$ cat config.mk
export PLATFORM = sky130hd
export DESIGN_NAME = qpsk_symbol_deframer
export DESIGN_NICKNAME = d
export VERILOG_FILES = /design/src/rtl/qpsk_symbol_deframer.sv
export SDC_FILE = /design/constraint.sdc
export NUM_CORES = 1
export LEC_CHECK = 0
export CAP_MARGIN = 20
export CORE_ASPECT_RATIO = 1.1
export CORE_MARGIN = 1.5
export CORE_UTILIZATION = 50
export CTS_BUF_LIST = sky130_fd_sc_hd__clkbuf_4 sky130_fd_sc_hd__clkbuf_8
export CTS_CLUSTER_DIAMETER = 50
export DETAILED_ROUTE_END_ITERATION = 6
export PLACE_DENSITY = 0.72
export SLEW_MARGIN = 15
export SYNTH_ARGS = -nofsm -noshare
export SYNTH_HDL_FRONTEND = slang
export SYNTH_SLANG_ARGS = --single-unit
$ cat constraint.sdc
create_clock -name clk -period 3.42 [get_ports clk]
set_clock_uncertainty 0.2 [all_clocks]
set_input_delay 0.684 -clock clk [delete_from_list [all_inputs] [get_ports clk]]
set_output_delay 0.684 -clock clk [all_outputs]
set_load 0.02 [all_outputs]
$ cat src/rtl/qpsk_symbol_deframer.sv
// QPSK symbol deframer: decimates hard decisions, hunts for a 16-bit sync word,
// packs a fixed-length payload into bytes and queues them in a 4-deep show-ahead FIFO.
module qpsk_symbol_deframer #(
    parameter int unsigned SPS         = 16,
    parameter logic [15:0] SYNC_WORD   = 16'h1ACF,
    parameter int unsigned PAYLOAD_LEN = 64
) (
    input  logic       clk,
    input  logic       reset,
    input  logic [1:0] symbol_in,
    input  logic       symbol_valid,
    output logic [7:0] byte_data,
    output logic       byte_valid,
    input  logic       byte_ready,
    output logic       in_frame,
    output logic       frame_start,
    output logic       frame_end,
    output logic       overflow
);

    localparam int unsigned SW = (SPS > 2) ? $clog2(SPS) : 1;
    localparam logic [SW-1:0] DEC_AT  = SW'(SPS / 2 - 1);
    localparam logic [SW-1:0] SCNT_MAX = SW'(SPS - 1);
    localparam logic [7:0]    LAST_BYTE = 8'(PAYLOAD_LEN - 1);

    typedef enum logic {
        HUNT,
        PAYLOAD
    } state_t;

    state_t        state;
    logic [SW-1:0] scnt;
    logic [15:0]   sr;
    logic [1:0]    sym_cnt;
    logic [5:0]    acc;
    logic [7:0]    byte_cnt;

    logic [7:0]    mem [4];
    logic [1:0]    wr_ptr;
    logic [1:0]    rd_ptr;
    logic [2:0]    count;

    logic          dec;
    logic [15:0]   nsr;
    logic          push;
    logic          push_ok;
    logic          pop;
    logic [7:0]    new_byte;
    logic [1:0]    rd_ptr_nxt;
    logic [2:0]    count_nxt;
    logic [7:0]    head_nxt;

    always_comb begin
        dec        = symbol_valid && (scnt == DEC_AT);
        nsr        = {sr[13:0], symbol_in};
        new_byte   = {acc, symbol_in};
        push       = dec && (state == PAYLOAD) && (sym_cnt == 2'd3);
        pop        = byte_ready && (count != 3'd0);
        push_ok    = push && ((count != 3'd4) || pop);
        rd_ptr_nxt = pop ? rd_ptr + 2'd1 : rd_ptr;
        count_nxt  = count;
        unique case ({push_ok, pop})
            2'b10:   count_nxt = count + 3'd1;
            2'b01:   count_nxt = count - 3'd1;
            default: count_nxt = count;
        endcase
        // Head register sees the post-write memory so a push into an empty FIFO shows next cycle.
        head_nxt = (push_ok && (wr_ptr == rd_ptr_nxt)) ? new_byte : mem[rd_ptr_nxt];
    end

    always_ff @(posedge clk or negedge reset) begin
        if (!reset) begin
            state       <= HUNT;
            scnt        <= '0;
            sr          <= '0;
            sym_cnt     <= '0;
            acc         <= '0;
            byte_cnt    <= '0;
            wr_ptr      <= '0;
            rd_ptr      <= '0;
            count       <= '0;
            for (int unsigned i = 0; i < 4; i++) begin
                mem[i] <= '0;
            end
            byte_data   <= '0;
            byte_valid  <= 1'b0;
            in_frame    <= 1'b0;
            frame_start <= 1'b0;
            frame_end   <= 1'b0;
            overflow    <= 1'b0;
        end else begin
            frame_start <= 1'b0;
            frame_end   <= 1'b0;

            if (symbol_valid) begin
                scnt <= (scnt == SCNT_MAX) ? '0 : scnt + 1'b1;
            end

            if (dec) begin
                sr <= nsr;
                unique case (state)
                    HUNT: begin
                        if (nsr == SYNC_WORD) begin
                            state       <= PAYLOAD;
                            in_frame    <= 1'b1;
                            frame_start <= 1'b1;
                            sym_cnt     <= '0;
                            byte_cnt    <= '0;
                        end
                    end
                    PAYLOAD: begin
                        acc     <= {acc[3:0], symbol_in};
                        sym_cnt <= sym_cnt + 2'd1;
                        if (sym_cnt == 2'd3) begin
                            byte_cnt <= byte_cnt + 8'd1;
                            if (byte_cnt == LAST_BYTE) begin
                                state     <= HUNT;
                                in_frame  <= 1'b0;
                                frame_end <= 1'b1;
                            end
                        end
                    end
                    default: state <= HUNT;
                endcase
            end

            if (push_ok) begin
                mem[wr_ptr] <= new_byte;
                wr_ptr      <= wr_ptr + 2'd1;
            end
            if (push && !push_ok) begin
                overflow <= 1'b1;
            end
            rd_ptr     <= rd_ptr_nxt;
            count      <= count_nxt;
            byte_valid <= (count_nxt != 3'd0);
            byte_data  <= head_nxt;
        end
    end

endmodule

# Yosys cells after proc, flatten, opt, wreduce, memory -nomap -nowiden
# Index checks and enable logic that the tools add are counted.
totals:
  ram_bits: 0
  out_inout_bits: 13
  reg_bits: 87
  memories: 0
  word_cells: 89
  latchBits: 0
  romBits: 0
op_classes:
  n_mux: 29
  mul: 0
  add_sub_neg: 7
  eq_ne: 12
  reduce_logical: 16
  magnitude_cmp: 3
  n_div: 0
  n_bitwise: 3
  n_shift: 0
op_table:
  columns: ["op", "count"]
  rows:
  - ["$mux W8", 6]
  - ["$bwmux W32", 1]
  - ["$bmux W8 S2", 1]
  - ["$demux W8 S2", 1]
  - ["$eq A16 B13 Y1 const B", 1]
  - ["$pmux W8 S2", 1]
  - ["$mux W1", 12]
  - ["$add A8 B1 Y8 const B", 1]
  - ["$eq A8 B6 Y1 const B", 1]
  - ["$logic_and A1 B1 Y1", 8]
  - ["$add A2 B1 Y2 const B", 3]
  - ["$ge A3 B3 Y1 const B", 2]
  - ["$not A2 Y3", 2]
  - ["$pmux W3 S2", 1]
  - ["$reduce_bool A3 Y1", 2]
  - ["$add A4 B1 Y4 const B", 1]
  - ["$eq A2 B2 Y1 const B", 2]
  - ["$eq A4 B3 Y1 const B", 1]
  - ["$eq A4 B4 Y1 const B", 1]
  - ["$mux W2", 2]
  - ["$mux W4", 1]
  - ["$ne A2 B1 Y1 const B", 2]
  - ["$pmux W1 S2", 2]
  - ["$pmux W2 S2", 1]
  - ["other kinds (13)", 14]

# Depth between registers and ports, before layout
# Gate-level depths: netlist (run 1).
logic_depth:
  depth_word: 8
  depth_mapped: 11

# Worst setup path before layout (run 1)
# Ideal clock, no wire load.
synth_path:
  path_type: "input -> register"
  from: "input port symbol_valid"
  to: "register byte_valid"
  cell_stages: 11
  setup_slack_ns: 0.361
  path_buffers: 1
  t_arrival_ns: 2.728
  path_cell_list: "buf_2 > nand4b_1 > nor3_2 > inv_1 > ha_1 > inv_1 > fa_1 > xor2_1 > nor2_1 > xor2_1 > or3_1"
synth_between:
  elab_chain_len: 7
  word_cells_on_any_way: 8
  classes_between: "eq/ne (2); mux (1); reduce/logical (5)"
synth_lines:
  columns: ["element", "line_no", "text"]
  rows:
  - ["start: declaration", "11", "input logic symbol_valid,"]
  - ["$logic_and A1 B1 Y1 (*)", "54", "dec = symbol_valid && (scnt == DEC_AT);"]
  - ["$logic_and A1 B1 Y1 (*) (2 in series)", "57", "push = dec && (state == PAYLOAD) && (sym_cnt == 2'd3);"]
  - ["$logic_and A1 B1 Y1 (*)", "59", "push_ok = push && ((count != 3'd4) || pop);"]
  - ["$eq A2 B1 Y1 or $eq A2 B2 Y1 (tied branches)", "62", "unique case ({push_ok, pop})"]
  - ["$pmux W3 S2 (*)", "62", null]
  - ["net count_nxt[2]", "50", "logic [2:0] count_nxt;"]
  - ["$reduce_bool A3 Y1 (*)", "136", "byte_valid <= (count_nxt != 3'd0);"]
  - ["end signal: assignment", "136", null]
  - ["end: declaration", "13", "output logic byte_valid,"]
# The timed path passes the listed nets; every way through them passes the cells marked *.
# A chain may end at the register's enable or synchronous reset.

# Worst setup path in the final report (run 1)
layout_path:
  from: "input port byte_ready"
  to: "register byte_valid"
layout_between:
  elab_chain_len: 6
  word_cells_on_any_way: 7
  classes_between: "eq/ne (2); mux (1); reduce/logical (4)"
layout_lines:
  columns: ["element", "line_no", "text"]
  rows:
  - ["start: declaration", "14", "input logic byte_ready,"]
  - ["$logic_and A1 B1 Y1 (*)", "58", "pop = byte_ready && (count != 3'd0);"]
  - ["$logic_or A1 B1 Y1", "59", null]
  - ["$logic_and A1 B1 Y1", "59", null]
  - ["$eq A2 B1 Y1 or $eq A2 B2 Y1 (tied branches)", "62", null]
  - ["$pmux W3 S2 (*)", "62", null]
  - ["net count_nxt[2]", "50", null]
  - ["$reduce_bool A3 Y1 (*)", "136", null]
# Marked as above.

==> results.py, run 1 <==
metrics = {
    "power_and_ir_drop": {
        "clkPwrFrac_pct": 22.4,
        "p_int_w": 0.00191,
        "p_seq_share_pct": 44.9,
        "power_w": 0.00294,
        "comb_power_share_pct": 32.7,
        "power.leakage_nw": 2.27,
        "switching_power_w": 0.00104,
        "powerDensity_nw_per_um2": 616,
        "switching_share_pct": 35.2,
        "peakVddDrop_mv": 0.375,
    },
    "clock_network": {
        "ctsHoldBuffers": 0,
        "cts.clk_slew.worst_paths_ns": 0.09,
        "clockRootBuffer": "clkbuf_8",
        "cts_resized": 0,
        "cts.sinks": 87,
        "cts.htree.levels": 3,
        "cts_buffers": 9,
        "clockBufferDepth": 2,
        "clkLatencyLatePin_ns": 0.36,
        "postCtsSetupRepairBufs": 0,
        "tritoncts": "done",
    },
    "route": {
        "routed_via_density": 5.59,
        "dr_total_vias": 2908,
        "wl_per_cell_um": 15.4,
        "ant_nets": 0,
        "first_pass_iters": 4,
        "drc": 0,
        "drt-initial-drc-count": 143,
        "drt-total-wl_um": 8010,
    },
    "synth": {
        "ys_seq_area_share_pct": 51.3,
        "ys_types": 47,
        "yosys_warnings": 0,
        "syn_nets": 397,
        "ys_ff_latch": 87,
        "ys.flop_type": "dfrtp_1",
        "synth.cell_area_um2": 4250,
        "syn_avg_cell_area_um2": 11.1,
        "synth_cells": 382,
        "synth-edff-count": 0,
        "ys_async_sr_fraction_pct": 100,
    },
    "placement": {
        "port_buffers": 18,
        "gp_congestion": 0.808,
        "pre_cts_ws_ns": 0.0951,
        "place_hpwl_um": 5200,
    },
    "setup_path": {
        "end_kind": "flop",
        "crit_required_ns": 3.46,
        "critPathLaunchType": "primary input",
        "rr_endpoint": "byte_valid$_DFF_PN0_",
        "rr_startpoint": "count[0]$_DFF_PN0_",
        "cp_max_fo": 3,
        "crit_arrival_ns": 3.02,
        "r2r_cells": 11,
        "critical_path_class": "primary input to flop",
        "regToRegSetupSlack_ns": 0.76,
    },
    "global_routing": {
        "grt_pass1_vias": 2896,
        "antenna_found_initial": 0,
        "grt_max_degree": 88,
        "grt_pass1_wl_um": 13800,
        "grt_usage_pct": 19.4,
        "overflow": 0,
    },
    "sta": {
        "rsz0062_at_grt": "no",
        "setup_viol": 0,
        "finalCritPeriodShare_pct": 87.3,
        "whs_ns": 0.161,
        "tightest_slew_ns": 0.776,
        "fmax_mhz": 335,
        "finalSetupTns_ns": 0,
        "fin_ws_ns": 0.435,
        "slew_violations": 0,
        "min_period_ns": 2.99,
        "slew_headroom_pct": 48.3,
        "finalHoldViolations": 0,
    },
    "finish": {
        "area_growth_syn_to_layout_pct": 12.5,
        "diodes": 0,
        "fin_nets": 419,
        "drive_above_1_share_pct": 15.9,
        "post-route-util_pct": 57.4,
    },
    "run_status": {
        "run_status": "completed",
    },
    "floorplan": {
        "die-area_um2": 9060,
        "rows": 35,
        "die_width_um": 90.9,
        "die_h_um": 99.7,
        "ios": 19,
        "core-area_um2": 8320,
        "start_util_pct": 51.0,
    },
    "run": {
        "cap_viol_max_count": 0,
    },
    "hold_path": {
        "hp-class": "primary input to asynchronous set/reset pin",
    },
}
-- placed cells by master, fill, tap and decap left out, types with 2 or more instances in the layout --
cell type / instances
nor4b_1: 2
nor2_1: 20
nand2_1: 57
nor3b_2: 2
or3_1: 2
inv_1: 7
and3_1: 4
a21oi_1: 5
a221oi_1: 7
buf_4: 13
clkinv_4: 3
mux2_2: 24
a31oi_1: 2
nand3_1: 3
nand4bb_1: 2
o21ai_0: 27
ha_1: 8
mux2i_1: 9
clkinvlp_4: 2
o2111ai_1: 2
mux2_1: 30
nor4_1: 5
nand4_1: 3
nor3_1: 2
clkdlybuf4s50_1: 17
clkbuf_8: 10
nand3b_1: 14
xor2_1: 4
dfrtp_1: 87
xnor2_1: 7
o31ai_1: 8
-- worst max-delay path by stage --
stage	startpoint	to	slack [ns]	cells past startpoint
6_report	byte_ready	byte_valid$_DFF_PN0_	0.43	12
5_1_grt	byte_ready	byte_valid$_DFF_PN0_	0.29	12
4_1_cts	byte_ready	byte_valid$_DFF_PN0_	0.45	12
3_5_place_dp	byte_ready	byte_valid$_DFF_PN0_	0.1	12
3_3_place_gp	byte_ready	byte_valid$_DFF_PN0_	0.17	12
2_1_floorplan	symbol_valid	byte_valid$_DFF_PN0_	0.36	11
-- metal layers --
metal  part of all wire [%]  GRT usage [%]  up-vias
met1                     44           23.9     1440
met3                    3.2           2.75       13
met2                     50           33.3       44
met5                      0              0        -
met4                    2.3           9.98        0
li1                       -              -     1411
-- per-stage QoR --
step                      instance area (um2)  instances
after floorplan                          4250        382
after global placement                   4590        504
after detailed placement                 4590        504
after CTS                                4770        520
after global routing                     4780        520
final                                    4780        520
-- power by group through the flow --
| stage | clock [W] | combinational, W | sequential [W] |
|---|---|---|---|
| 2_1_floorplan | 0 | 0.000688 | 0.00134 |
| 3_3_place_gp | 0 | 0.000931 | 0.00134 |
| 3_5_place_dp | 0 | 0.000973 | 0.00134 |
| 4_1_cts | 0.000677 | 0.000976 | 0.00132 |
| 5_1_grt | 0.000723 | 0.00107 | 0.00135 |
| 6_report | 0.000660 | 0.000964 | 0.00132 |
-- Yosys cell counts, drive strengths merged, types with 5 or more instances --
master / n / area [um2]
nor2: 20 / 75.1
clkbuf: 15 / 56.3
xnor2: 7 / 61.3
buf: 5 / 21.3
nand2: 57 / 214
nor4: 6 / 52.6
nand3b: 14 / 105
a221oi: 7 / 61.3
dfrtp: 87 / 2180
mux2i: 9 / 90.1
ha: 8 / 100
inv: 8 / 30.0
a21oi: 6 / 33.8
o31ai: 9 / 67.6
mux2: 54 / 608
o21ai: 28 / 144
-- sequential cells by signal (all words and copies together) (netlist names) --
signal / cells
mem: 32
sr: 14
byte_cnt: 8
byte_data: 8
acc: 6
scnt: 4
count: 3
rd_ptr: 2
sym_cnt: 2
wr_ptr: 2
byte_valid: 1
frame_end: 1
frame_start: 1
in_frame: 1
overflow: 1
state: 1
-- critical path: stages --
cell and delay, ns:
clkdlybuf4s50_1 0.47, nor4b_1 0.28, buf_4 0.17, nor3_2 0.04
inv_1 0.06, ha_1 0.18, inv_1 0.07, fa_1 0.39
xor2_1 0.15, nor2_1 0.13, xor2_1 0.10, or3_1 0.31
-- logic make-up (layout without fill, tap and decap cells) --
group / Yosys count / count (layout) / synth area share, %
adders and majority gates: 9 / 9 / 2.83
AOI/OAI and AO/OA: 60 / 60 / 9.10
xor gates and xnor gates: 11 / 11 / 2.27
muxes: 63 / 63 / 16.4
buffers and inverters: 28 / 55 / 2.53
DFF: 87 / 87 / 51.3
and+or+nand+nor: 124 / 124 / 15.6
-- layout make-up --
cell class / count / area, um2
clock buffer: 10 / 138
clock inverter: 6 / 46.3
inverter: 8 / 30.0
multi-input combinational: 267 / 1970
fill: 717 / 3540
tap: 111 / 139
sequential: 87 / 2180
timing repair buffer: 31 / 279
Power figures use the tool's default switching activity.
==> inputs of run 2 (changes only) <==
--- a/config.mk
+++ b/config.mk
@@ -5,7 +5,6 @@
 export SDC_FILE = /design/constraint.sdc
 export NUM_CORES = 1
 export LEC_CHECK = 0
-export CAP_MARGIN = 20
 export CORE_ASPECT_RATIO = 1.1
 export CORE_MARGIN = 1.5
 export CORE_UTILIZATION = 50
==> results of run 2 <==
The final DEF is identical to that of run 1; final timing and power are the same.
